## src/rtl/guess_entry_if.sv

```systemverilog
`default_nettype none
// ============================================================================
// Module   : guess_entry_if
// Purpose  : Valid/ready letter stream from the guess entry block to the game
//            state machine.
// Signals  : out_valid  - producer has a letter on out_letter
//            out_ready  - consumer accepts out_letter this cycle
//            out_letter - ASCII letter being transferred
//            out_last   - marks the final letter of the word
// Revision : 1.0 - initial release
// ============================================================================
interface guess_entry_if;
  logic       out_valid;
  logic       out_ready;
  logic [7:0] out_letter;
  logic       out_last;

  modport master (
    output out_valid,
    output out_letter,
    output out_last,
    input  out_ready
  );

  modport slave (
    input  out_valid,
    input  out_letter,
    input  out_last,
    output out_ready
  );
endinterface
`default_nettype wire

```

## src/rtl/guess_entry.sv

```systemverilog
`default_nettype none
// ============================================================================
// Module   : guess_entry
// Purpose  : Player-side guess entry for the Wordle game. Buttons scroll a
//            cursor letter, commit letters into a WORD_LEN-slot buffer, and
//            backspace. A commit on a full buffer submits the word, which is
//            streamed one letter per accepted transfer on out_if.
// Ports    : Clk, reset (async, active-high)
//            enable        - high while the game is waiting for a guess
//            BtnU/D/C/L_p  - one-cycle debounced button pulses
//            out_if        - valid/ready letter stream (master side)
//            word_sent     - one-cycle pulse after the last letter is taken
//            cursor_letter - current scroll letter
//            guess_buf     - slot0 in the top byte, empty slot = 8'h00
//            count         - committed letters
//            q_Idle/q_Edit/q_Send - one-hot state
// Revision : 1.0 - initial release
// ============================================================================
module guess_entry #(
  parameter int         WORD_LEN   = 5,
  parameter logic [7:0] FIRST_CHAR = 8'h41,
  parameter logic [7:0] LAST_CHAR  = 8'h5A
) (
  input  wire logic                  Clk,
  input  wire logic                  reset,
  input  wire logic                  enable,
  input  wire logic                  BtnU_p,
  input  wire logic                  BtnD_p,
  input  wire logic                  BtnC_p,
  input  wire logic                  BtnL_p,
  guess_entry_if.master              out_if,
  output logic                       word_sent,
  output logic [7:0]                 cursor_letter,
  output logic [8*WORD_LEN-1:0]      guess_buf,
  output logic [2:0]                 count,
  output logic                       q_Idle,
  output logic                       q_Edit,
  output logic                       q_Send
);

  localparam logic [2:0] c_FULL     = 3'(WORD_LEN);
  localparam logic [2:0] c_LAST_IDX = 3'(WORD_LEN - 1);

  // One-hot encoding so the q_* outputs are plain register bits.
  typedef enum logic [2:0] {
    S_IDLE = 3'b001,
    S_EDIT = 3'b010,
    S_SEND = 3'b100
  } state_t;

  state_t                r_state;
  logic [7:0]            r_cursor;
  logic [8*WORD_LEN-1:0] r_buf;
  logic [2:0]            r_count;
  logic [2:0]            r_idx;
  logic                  r_valid;
  logic                  r_last;
  logic [7:0]            r_letter;
  logic                  r_ws;

  logic [7:0]            w_slot [WORD_LEN];
  logic [2:0]            w_idx_nxt;
  logic [2:0]            w_count_dec;

  generate
    for (genvar g = 0; g < WORD_LEN; g++) begin : g_slot
      assign w_slot[g] = r_buf[8*(WORD_LEN-1-g) +: 8];
    end
  endgenerate

  assign w_idx_nxt   = r_idx + 3'd1;
  assign w_count_dec = r_count - 3'd1;

  always_ff @(posedge Clk or posedge reset) begin
    if (reset) begin
      r_state  <= S_IDLE;
      r_cursor <= FIRST_CHAR;
      r_buf    <= '0;
      r_count  <= 3'd0;
      r_idx    <= 3'd0;
      r_valid  <= 1'b0;
      r_last   <= 1'b0;
      r_letter <= 8'h00;
      r_ws     <= 1'b0;
    end else if (!enable) begin
      // Leaving the guess phase aborts everything, including a send.
      r_state  <= S_IDLE;
      r_cursor <= FIRST_CHAR;
      r_buf    <= '0;
      r_count  <= 3'd0;
      r_idx    <= 3'd0;
      r_valid  <= 1'b0;
      r_last   <= 1'b0;
      r_ws     <= 1'b0;
    end else begin
      r_ws <= 1'b0;
      case (r_state)
        S_IDLE: begin
          r_state  <= S_EDIT;
          r_cursor <= FIRST_CHAR;
          r_buf    <= '0;
          r_count  <= 3'd0;
          r_idx    <= 3'd0;
        end

        S_EDIT: begin
          if (BtnC_p) begin
            if (r_count == c_FULL) begin
              // Submit: present slot0 immediately so there is no bubble.
              r_state  <= S_SEND;
              r_idx    <= 3'd0;
              r_valid  <= 1'b1;
              r_letter <= w_slot[0];
              r_last   <= (c_LAST_IDX == 3'd0);
            end else begin
              for (int i = 0; i < WORD_LEN; i++) begin
                if (r_count == 3'(i))
                  r_buf[8*(WORD_LEN-1-i) +: 8] <= r_cursor;
              end
              r_count  <= r_count + 3'd1;
              r_cursor <= FIRST_CHAR;
            end
          end else if (BtnL_p) begin
            if (r_count != 3'd0) begin
              for (int i = 0; i < WORD_LEN; i++) begin
                if (w_count_dec == 3'(i))
                  r_buf[8*(WORD_LEN-1-i) +: 8] <= 8'h00;
              end
              r_count <= w_count_dec;
            end
          end else if (BtnU_p && !BtnD_p) begin
            r_cursor <= (r_cursor == LAST_CHAR) ? FIRST_CHAR : r_cursor + 8'd1;
          end else if (BtnD_p && !BtnU_p) begin
            r_cursor <= (r_cursor == FIRST_CHAR) ? LAST_CHAR : r_cursor - 8'd1;
          end
        end

        S_SEND: begin
          if (r_valid && out_if.out_ready) begin
            if (r_idx == c_LAST_IDX) begin
              r_state  <= S_EDIT;
              r_valid  <= 1'b0;
              r_last   <= 1'b0;
              r_ws     <= 1'b1;
              r_buf    <= '0;
              r_count  <= 3'd0;
              r_idx    <= 3'd0;
              r_cursor <= FIRST_CHAR;
            end else begin
              // Preload the next letter so transfers are back to back.
              r_idx    <= w_idx_nxt;
              r_letter <= w_slot[w_idx_nxt];
              r_last   <= (w_idx_nxt == c_LAST_IDX);
            end
          end
        end

        default: r_state <= S_IDLE;
      endcase
    end
  end

  assign out_if.out_valid  = r_valid;
  assign out_if.out_letter = r_letter;
  assign out_if.out_last   = r_last;
  assign word_sent         = r_ws;
  assign cursor_letter     = r_cursor;
  assign guess_buf         = r_buf;
  assign count             = r_count;
  assign q_Idle            = r_state[0];
  assign q_Edit            = r_state[1];
  assign q_Send            = r_state[2];

endmodule
`default_nettype wire
```

## src/flat_wrapper.sv

```systemverilog
// flat-port wrapper written by rule: the top's interface ports become plain ports
module guess_entry_flat 
#(
  parameter int         WORD_LEN   = 5,
  parameter logic [7:0] FIRST_CHAR = 8'h41,
  parameter logic [7:0] LAST_CHAR  = 8'h5A
)
  (Clk, reset, enable, BtnU_p, BtnD_p, BtnC_p, BtnL_p, word_sent, cursor_letter, guess_buf, count, q_Idle, q_Edit, q_Send, out_if_out_valid, out_if_out_letter, out_if_out_last, out_if_out_ready);
  guess_entry_if out_if_i ();
  input  wire logic Clk;
  input  wire logic reset;
  input  wire logic enable;
  input  wire logic BtnU_p;
  input  wire logic BtnD_p;
  input  wire logic BtnC_p;
  input  wire logic BtnL_p;
  output logic word_sent;
  output logic [7:0] cursor_letter;
  output logic [8*WORD_LEN-1:0] guess_buf;
  output logic [2:0] count;
  output logic q_Idle;
  output logic q_Edit;
  output logic q_Send;
  output wire logic [$bits(out_if_i.out_valid)-1:0] out_if_out_valid;
  output wire logic [$bits(out_if_i.out_letter)-1:0] out_if_out_letter;
  output wire logic [$bits(out_if_i.out_last)-1:0] out_if_out_last;
  input wire logic [$bits(out_if_i.out_ready)-1:0] out_if_out_ready;
  assign out_if_out_valid = out_if_i.out_valid;
  assign out_if_out_letter = out_if_i.out_letter;
  assign out_if_out_last = out_if_i.out_last;
  assign out_if_i.out_ready = out_if_out_ready;
  guess_entry #(.WORD_LEN(WORD_LEN), .FIRST_CHAR(FIRST_CHAR), .LAST_CHAR(LAST_CHAR)) u_core (.Clk(Clk), .reset(reset), .enable(enable), .BtnU_p(BtnU_p), .BtnD_p(BtnD_p), .BtnC_p(BtnC_p), .BtnL_p(BtnL_p), .out_if(out_if_i), .word_sent(word_sent), .cursor_letter(cursor_letter), .guess_buf(guess_buf), .count(count), .q_Idle(q_Idle), .q_Edit(q_Edit), .q_Send(q_Send));
endmodule
```

## config.mk

```make
export PLATFORM = sky130hd
export DESIGN_NAME = guess_entry_flat
export DESIGN_NICKNAME = d
export VERILOG_FILES = /design/src/rtl/guess_entry_if.sv /design/src/rtl/guess_entry.sv /design/src/flat_wrapper.sv
export SDC_FILE = /design/constraint.sdc
export NUM_CORES = 1
export LEC_CHECK = 0
export ABC_AREA = 1
export BUFFER_PORTS_ARGS = -buffer_cell sky130_fd_sc_hd__buf_2
export CORE_MARGIN = 5
export CORE_UTILIZATION = 40
export CTS_CLUSTER_DIAMETER = 60
export CTS_CLUSTER_SIZE = 10
export DETAILED_ROUTE_END_ITERATION = 8
export SETUP_SLACK_MARGIN = 0.15
export SKIP_LAST_GASP = 1
export SYNTH_ARGS = -nofsm -noshare
export SYNTH_HDL_FRONTEND = slang
export SYNTH_SLANG_ARGS = --single-unit
```

## constraint.sdc

```tcl
create_clock -name Clk -period 2.53 [get_ports Clk]
set_input_delay 0.1265 -clock Clk [delete_from_list [all_inputs] [get_ports Clk]]
set_output_delay 0.1265 -clock Clk [all_outputs]
set_load 0.005 [all_outputs]
```

# After elaboration in Yosys (flattened, before gate mapping)
# Index checks and enable logic that the tools add are counted.
classes:
  add_sub_neg: 5
  n_lt_le_gt_ge: 1
  n_eq_ne: 41
  mux: 73
  bitwise: 1
  reduce_logical: 21
ops:
  columns: ["op", "n"]
  rows:
  - ["two-way mux 40 bit", 7]
  - ["two-way mux 8 bit", 26]
  - ["one-hot mux 40 bit (3 select lines)", 1]
  - ["two-way mux 3 bit", 17]
  - ["inequality test 4 x 3 -> 1 bit, second input constant", 11]
  - ["AND reduction 8 bit", 5]
  - ["one-hot mux 3 bit (3 select lines)", 3]
  - ["binary-select mux 8 bit (select 3 bit)", 1]
  - ["one-hot mux 8 bit (3 select lines)", 1]
  - ["== test 3 bit, second input constant", 6]
  - ["AND reduction 6 bit", 3]
  - ["== test 8 x 7 -> 1 bit, second input constant", 2]
  - ["one-hot mux 8 bit (2 select lines)", 1]
  - ["== test 3 x 2 -> 1 bit, second input constant", 5]
  - ["two-way mux 1 bit", 14]
  - ["inequality test 4 bit, second input constant", 3]
  - ["AND reduction 4 bit", 3]
  - ["== test 3 x 1 -> 1 bit, second input constant", 3]
  - ["inequality test 3 x 2 -> 1 bit, second input constant", 3]
  - ["adder 8 x 1 -> 8 bit, second input constant", 1]
  - ["subtractor 8 x 1 -> 8 bit, second input constant", 1]
  - ["adder 3 x 1 -> 3 bit, second input constant", 2]
  - ["logical NOT 3 bit", 2]
  - ["inequality test 5 x 3 -> 1 bit, second input constant", 1]
  - ["other kinds (14)", 20]
word_totals:
  ff_bits: 68
  in_bits: 8
  output_inout_bits: 65
  elab_cells: 155

# Logic depth before layout (Yosys ltp)
# Gate-level depths: netlist of the first run.
depth:
  word_depth: 8
  mapped_depth: 12
  depth_no_buf: 11

# Least setup slack after synthesis of the first run
# No wires, ideal clock.
synth_path:
  path_type: "register to register"
  start: "register u_core.r_idx[0]"
  end: "register u_core.r_letter[0], in the netlist u_core.out_if.out_letter[0]"
  setup_ns: 0.117
  t_arrival_ns: 2.086
  t_required_ns: 2.413
  setup_slack_ns: 0.327
  path_stages_with_launch: 12
  path_buffers: 4
  synth_period_minus_slack_ns: 2.203
  cell_sequence: "dfrtp_1 -> buf_2 -> clkinv_1 -> clkbuf_1 -> ha_1 -> clkbuf_1 -> clkbuf_1 -> nand3_1 -> nand3_1 -> nand2_1 -> nand3_1 -> nand2_1"
synth_via:
  elab_chain_cells: 8
  word_cells_on_any_way: 11
  classes_between: "add/sub (1); eq/ne (2); mux (6); bitwise (1); reduce/logical (1)"
synth_lines:
  columns: ["element", "line", "text"]
  rows:
  - ["from (decl)", "guess_entry.sv:55", "logic [2:0] r_idx;"]
  - ["from (signal assigned)", "guess_entry.sv:151", "r_idx <= w_idx_nxt;"]
  - ["adder 3 x 1 -> 3 bit", "guess_entry.sv:71", "assign w_idx_nxt = r_idx + 3'd1;"]
  - ["inverter 3 -> 4 bit (implied by the code)", "guess_entry.sv:152", "r_letter <= w_slot[w_idx_nxt];"]
  - ["binary-select mux 8 bit (select 3 bit)", "guess_entry.sv:152", null]
  - ["two-way mux 8 bit (implied by the code) (2 in a row)", "guess_entry.sv:152", null]
  - ["two-way mux 8 bit", "guess_entry.sv:140", "if (r_idx == c_LAST_IDX) begin"]
  - ["two-way mux 8 bit", "guess_entry.sv:139", "if (r_valid && out_if.out_ready) begin"]
  - ["one-hot mux 8 bit (2 select lines)", "guess_entry.sv:97", "case (r_state)"]
  - ["to (signal assigned)", "guess_entry.sv:113", "r_letter <= w_slot[0];"]
  - ["to (signal assigned)", "guess_entry.sv:152", null]
  - ["to (decl)", "guess_entry.sv:58", "logic [7:0] r_letter;"]
# Several ways; a longest one is shown, not always the timed one. The select of a mux whose other input is x is not followed.
# A chain may end at the register's enable or synchronous reset.

# Worst setup path after layout of the first run
layout_path:
  start: "register u_core.r_idx[0]"
  end: "register u_core.r_letter[1], in the netlist u_core.out_if.out_letter[1]"
# Same word-level chain as after synthesis.

==> summary.txt, run 1 <==
Run status
  – Status: finished clean

Timing
  – Actual slew at the worst max-slew pin: 0.6252 ns
  – Final Critical Period: about 2.2 ns
  – Hold Vio Cnt, Final: 0
  – Clock skew: between 0.01 and 0.015 ns
  – Fin. max-slew vios: 0
  – Final period util: 0.8622
  – Final TNS setup: 0 ns
  – Max Clock Freq: 458.5 MHz
  – Worst slew margin: 0.5816
  – Unrepaired setup endpoints after global routing: no
  – # setup viols final: 0

Clocking
  – CTS tree: built
  – Setup bufs post-CTS: 0
  – CTS Sinks: just under 70
  – Total CTS buffers: 9
  – Number of gates resized after CTS: 0
  – Clk root buf: clkbuf_8
  – Max Buffers Root-to-Sink: 2
  – Clock latency on the worst-skew pair: between 0.3 and 0.4 ns
  – Htree depth: 3
  – Clock-pin slew on the worst setup and hold paths: 0.08 ns
  – Cts hold-fix bufs: 1

Detailed routing
  – Via/cell ratio: a little over 5
  – 1st-iter DRT viols: 233
  – Routed WL: between 10,000 and 15,000 um
  – Vias: between 4,000 and 5,000
  – Remaining DRCs: 0
  – WL/cell: ~15 um
  – Final ANT Viol Nets: 0
  – Drt pass-1 iters: 5

Power and ir drop
  – Net Sw Frac: 0.3773
  – Pint: 1.846 mW
  – Logic gate share of total power: 0.288
  – PwrDens: between 600 and 700 mW/mm2
  – Static leakage: approximately 2.7 nW
  – Max IR drop VDD: approximately 290 uV
  – Sw power: approximately 1.1 mW
  – Seq pwr share: 0.406
  – Clock power share: 0.306

Setup path
  – CP bufs+invs: 0
  – R2R depth: 7
  – Crit. End Element: register
  – Critical path class: register to register
  – Crit path largest cell delay: roughly 0.53 ns
  – Slowest-stage cell, CP: nor3_2
  – Worst setup SP type: register
  – Worst Path Required: about 2.8 ns
  – CP arrival: between 2 and 2.5 ns
  – Crit path depth: 7
  – Crit-path max FO: 11
  – Worst-path cell chain: ha_1 -> ha_1 -> nor3_2 -> a21oi_1 -> nand2_1 -> nand3_1 -> nand2_1
  – CP top delay family: simple AND/OR/NAND/NOR gates

Synth
  – #FFs+latches synth: around 70
  – Netlist cell types: 29
  – Register area share after synthesis: 0.4107
  – YS warnings: 0
  – Top FF cell, synth: dfrtp_1
  – Post-synth EDFFs: 0
  – Cell Area, Synth: 0.004153 mm2
  – Post-synth ARST share: 1.000
  – Mean Syn Cell Area: between 7 and 8 um2
  – Syn Nets: between 600 and 700
  – Cell count after synthesis: roughly 600

Global route
  – Final global-route overflow total: 0
  – Vias in the first global route: a little under 4,000
  – Global-route wire length before repair: 20,240 um
  – Total Routing Usage GR: 0.1999
  – Largest net degree at the start of global routing: 33
  – Antenna violations before repair: 0

Final layout
  – Fraction of layout cells with a size suffix above 1: 0.1886
  – Layout Nets: slightly below 700
  – Most frequent cells in the layout: 219 x nand2_1, 80 x nand3_1, 72 x buf_2, 65 x dfrtp_1, 46 x nor2_1
  – Commonest non-fill, non-tap cell in the layout: nand2_1
  – P&R area growth vs syn: 16.84%
  – Final Cell Area: 0.004852 mm2
  – # diodes: 0

Floorplanning
  – Cell Rows: 37
  – Core Region: between 0.01 and 0.015 mm2
  – Die width: between 100 and 150 um
  – Die Ht: around 110 um
  – Starting Density: 0.4059
  – # IOs: 73
  – Die ar.: about 0.013 mm2

Hold path
  – Hold Path Cell Cnt: 3
  – Worst Hold Class: input port to register

Placed design
  – Area of placed instances: 0.004649 mm2
  – IO Port Bufs: 72
  – GP Congestion: between 0.9 and 1
  – DP Wirelength: approximately 9000 um

Job
  – Maxcap violations: 0
cell usage after synthesis (all sizes together) (5+ instances only):
master,count,area (um2)
nand3,82,420.4
o21ai,34,170.2
xor2,5,43.79
buf,8,60.05
a21oi,20,103.9
inv,49,183.9
nand2,228,878.3
dfrtp,65,1627
nand4,6,37.54
ha,14,175.2
clkbuf,9,33.78
nor2,55,272.8
metal layers:
metal / vias to the layer above / GRT usage / share of wire / wire length [um]
li1: 2029 / - / - / -
met2: 152 / 0.3038 / 0.45 / 5541
met4: 0 / 0.06569 / 0.016 / 191
met5: - / 0 / 0 / 0
met3: 20 / 0.03478 / 0.062 / 765
met1: 1941 / 0.2888 / 0.47 / 5743
metrics by stage:
step                utilization  setup slack (ns)  instances  power [mW]  hold WS, ns
finish                   0.4743            0.3487        804       2.964      0.09268
global route             0.4743            0.1835        804       3.162       0.1108
CTS                      0.4743            0.4052        804       2.981      0.08922
detailed placement       0.4544            0.4168        787       2.067       0.1764
global placement         0.4544            0.5176        787       2.057       0.1722
floorplan                     -            0.3268        588       1.843       0.3226
path summary, 6_finish.rpt:
kind	startpoint	slack [ns]	end
worst max-delay path	u_core.r_idx[0]	0.35	u_core.out_if.out_letter[1]
worst min-delay path	out_if_out_ready	0.09	u_core.word_sent
worst max register to register	u_core.r_idx[0]	0.35	u_core.out_if.out_letter[1]
worst min register to register	u_core.out_if.out_letter[4]	0.48	u_core.out_if.out_letter[4]
max in group asynchronous	reset	1.43	u_core.cursor_letter[6]
min in group asynchronous	reset	0.33	u_core.word_sent
sequential cells by signal (all words and copies together) (netlist names):
name and flops:
u_core.r_idx 3, u_core.guess_buf 40, u_core.r_state 3, u_core.out_if.out_last 1, u_core.out_if.out_letter 8, u_core.out_if.out_valid 1
u_core.count 3, u_core.word_sent 1, u_core.cursor_letter 8
layout make-up:
class / instances / area (um2)
Clock inverter: 6 / 65.06
Tap cell: 136 / 170.2
Clock buffer: 10 / 127.6
Sequential cell: 68 / 1705
Inverter: 51 / 191.4
Timing Repair Buffer: 81 / 430.4
Fill cell: 1085 / 5379
Multi-Input combinational cell: 452 / 2162
cell families (layout without fill, tap and decap cells):
family,Yosys count,after routing,share of synthesized area
adders and majority gates,14,14,0.04218
and+or+nand+nor,375,375,0.3938
DFF,68,68,0.4107
xor gates and xnor gates,8,8,0.01687
AOI/OAI and AO/OA,55,55,0.06779
buffers and inverters,68,148,0.06869
power by group through the flow:
stage | clock network (mW) | logic [mW] | registers [mW]
CTS | 0.928 | 0.849 | 1.20
finish | 0.906 | 0.854 | 1.20
floorplan | 0 | 0.634 | 1.21
global route | 0.986 | 0.962 | 1.22
global placement | 0 | 0.833 | 1.22
detailed placement | 0 | 0.843 | 1.22
worst reg2reg max path, stage by stage (launching register included):
cell	delay [ns]
dfrtp_1	0.50
ha_1	0.27
ha_1	0.43
nor3_2	0.53
a21oi_1	0.13
nand2_1	0.10
nand3_1	0.08
nand2_1	0.09
Power figures use the tool's default switching activity.
==> inputs of run 2 (changes only) <==
CTS_BUF_LIST = sky130_fd_sc_hd__clkbuf_8   (was unset)
==> run 2 against run 1 <==
Effect of this change: die area is the same; via count shrank 0.36%; clock power is essentially flat; count of clock-buffer cells in the layout shrank 1; clock skew shrank 0.00079 ns; wire length is essentially flat; setup slack gained 0.0037 ns; final area is the same; combinational power is essentially flat; sequential power is essentially flat; worst hold slack is essentially flat; critical endpoint unchanged; largest cell class unchanged.
==> summary.txt, run 2 (synthesized netlist as in run 1, its figures left out) <==
Final layout
  – Reg area: 0.001705 mm2 (unchanged)
  – # diodes: 0 (unchanged)
  – Largest register FFs: 40 (unchanged)
  – Commonest non-fill, non-tap cell in the layout: nand2_1
  – # fillers: 1,085 (unchanged)
  – Fraction of layout cells with a size suffix above 1: 0.1886 (unchanged)
  – Multi-input gate area: 0.002162 mm2 (unchanged)
  – Final Cell Area: 0.004852 mm2 (unchanged)
  – Post-layout util: 0.4743 (unchanged)
  – P&R area growth vs syn: 16.84% (unchanged)
  – Post-Layout Cell Count: 804 (unchanged)
  – Layout Nets: 685 (unchanged)
  – Most frequent cells in the layout: 219 x nand2_1, 80 x nand3_1, 72 x buf_2, 65 x dfrtp_1, 46 x nor2_1

Power and ir drop
  – Static leakage: 2.740 nW (+0.15%)
  – Pwr Total: 2.966 mW (about the same)
  – Max IR drop VDD: 288.3 uV (+0.88%)
  – PwrDens: 611.3 mW/mm2 (about the same)

Global route
  – Largest net degree at the start of global routing: 33 (unchanged)
  – Global-route wire length before repair: 20,240 um (unchanged)
  – Antenna violations before repair: 0 (unchanged)
  – Met2 Resource Use GR: 0.3038 (unchanged)
  – Met3 Track Usage GR: 0.03478 (unchanged)
  – Final global-route overflow total: 0 (unchanged)
  – Total Routing Usage GR: 0.1999 (unchanged)
  – Vias in the first global route: 3,969 (unchanged)
  – Top Usage Layer GRT: met2
  – M1 GR Usage: 0.2888 (unchanged)

Setup path
  – Worst Path Required: 2.83 ns (about the same)
  – Crit-path max FO: 11 (unchanged)
  – Crit. End Element: register
  – Worst setup SP type: register
  – Critical path class: register to register
  – CP arrival: 2.48 ns (about the same)

Clocking
  – Max Buffers Root-to-Sink: 2 (unchanged)
  – Setup bufs post-CTS: 0 (unchanged)
  – CTS Sinks: 68 (unchanged)
  – Total CTS buffers: 9 (unchanged)
  – Clock-pin slew on the worst setup and hold paths: 0.08 ns (about the same)
  – Clk root buf: clkbuf_8
  – Clock latency on the worst-skew pair: 0.35 ns (about the same)
  – CTS tree: built
  – Htree depth: 3 (unchanged)

Detailed routing
  – Routed WL: 12,240 um (about the same)
  – Drt pass-1 iters: 5 (unchanged)
  – Via/cell ratio: 5.133 (-0.36%)
  – Remaining DRCs: 0 (unchanged)
  – 1st-iter DRT viols: 232 (-0.43%)
  – WL/cell: 15.23 um (about the same)
  – Vias: 4,127 (-0.36%)
  – Final ANT Viol Nets: 0 (unchanged)

Timing
  – Final TNS setup: 0 ns (unchanged)
  – Worst slew margin: 0.5719 (-0.009712)
  – Actual slew at the worst max-slew pin: 0.6397 ns (+0.01451 ns)
  – Unrepaired setup endpoints after global routing: no
  – Final worst-path setup slack: 0.3525 ns (+0.003714 ns)
  – Worst hold margin: 0.09303 ns (+0.0003497 ns)
  – Final period util: 0.8607 (-0.001468)
  – Fin. max-slew vios: 0 (unchanged)
  – Final Critical Period: 2.178 ns (-0.003714 ns)
  – Hold Vio Cnt, Final: 0 (unchanged)
  – Max Clock Freq: 459.2 MHz (+0.17%)
  – Clock skew: 0.009315 ns (-0.0007869 ns)
  – # setup viols final: 0 (unchanged)

Placed design
  – IO Port Bufs: 72 (unchanged)
  – Inst Count DP: 787 (unchanged)
  – Area of placed instances: 0.004649 mm2 (unchanged)
  – DP Wirelength: 9138 um (unchanged)
  – Worst slack, placed: 0.4168 ns (unchanged)
  – GP Congestion: 0.9159 (unchanged)

Floorplanning
  – Starting Density: 0.4059 (unchanged)
  – # IOs: 73 (unchanged)
  – Core Region: 0.01023 mm2 (unchanged)
  – Cell Rows: 37 (unchanged)
  – Die width: 111.9 um (unchanged)
  – Die Ht: 111.9 um (unchanged)
  – Die ar.: 0.01252 mm2 (unchanged)

Run status
  – Status: finished clean

Hold path
  – Worst Hold Class: input port to register

Job
  – Maxcap violations: 0 (unchanged)
## run 2: final timing paths
| check | end | cells past startpoint | slack [ns] | startpoint |
|---|---|---|---|---|
| setup / recovery | u_core.out_if.out_letter[1] | 7 | 0.35 | u_core.r_idx[0] |
| hold / removal | u_core.word_sent | 3 | 0.09 | out_if_out_ready |
| setup reg to reg | u_core.out_if.out_letter[1] | 7 | 0.35 | u_core.r_idx[0] |
| hold reg to reg | u_core.out_if.out_letter[4] | 2 | 0.48 | u_core.out_if.out_letter[4] |
| max in group asynchronous | u_core.cursor_letter[6] | 4 | 1.43 | reset |
| min in group asynchronous | u_core.word_sent | 3 | 0.33 | reset |
## run 2: critical path: stages (launching register included)
cell     delay, ns
dfrtp_1       0.50
ha_1          0.27
ha_1          0.42
nor3_2        0.54
a21oi_1       0.13
nand2_1       0.10
nand3_1       0.08
nand2_1       0.08
## run 2: report_power, final
group          switching, mW  leakage (nW)  internal [mW]
clock                  0.455         0.100          0.452
sequential            0.0633         0.938           1.14
combinational          0.605          1.70          0.250
## run 2: cell type report
cell class | instances | share of cell area
Multi-Input combinational cell | 452 | 0.4456
Tap cell | 136 | 0.03507
Clock inverter | 7 | 0.01418
Clock buffer | 9 | 0.02553
Timing Repair Buffer | 81 | 0.08871
Sequential cell | 68 | 0.3515
Inverter | 51 | 0.03945
## run 2: layer usage
metal	wire, um	up-vias
li1	-	2028
met3	742	18
met4	205	0
met5	0	-
met1	5765	1935
met2	5529	146
## run 2: timing repair
action	4_1_cts	5_1_grt
endpoints found under the hold margin	17	0
hold buffers	1	0
resized for setup	0	0
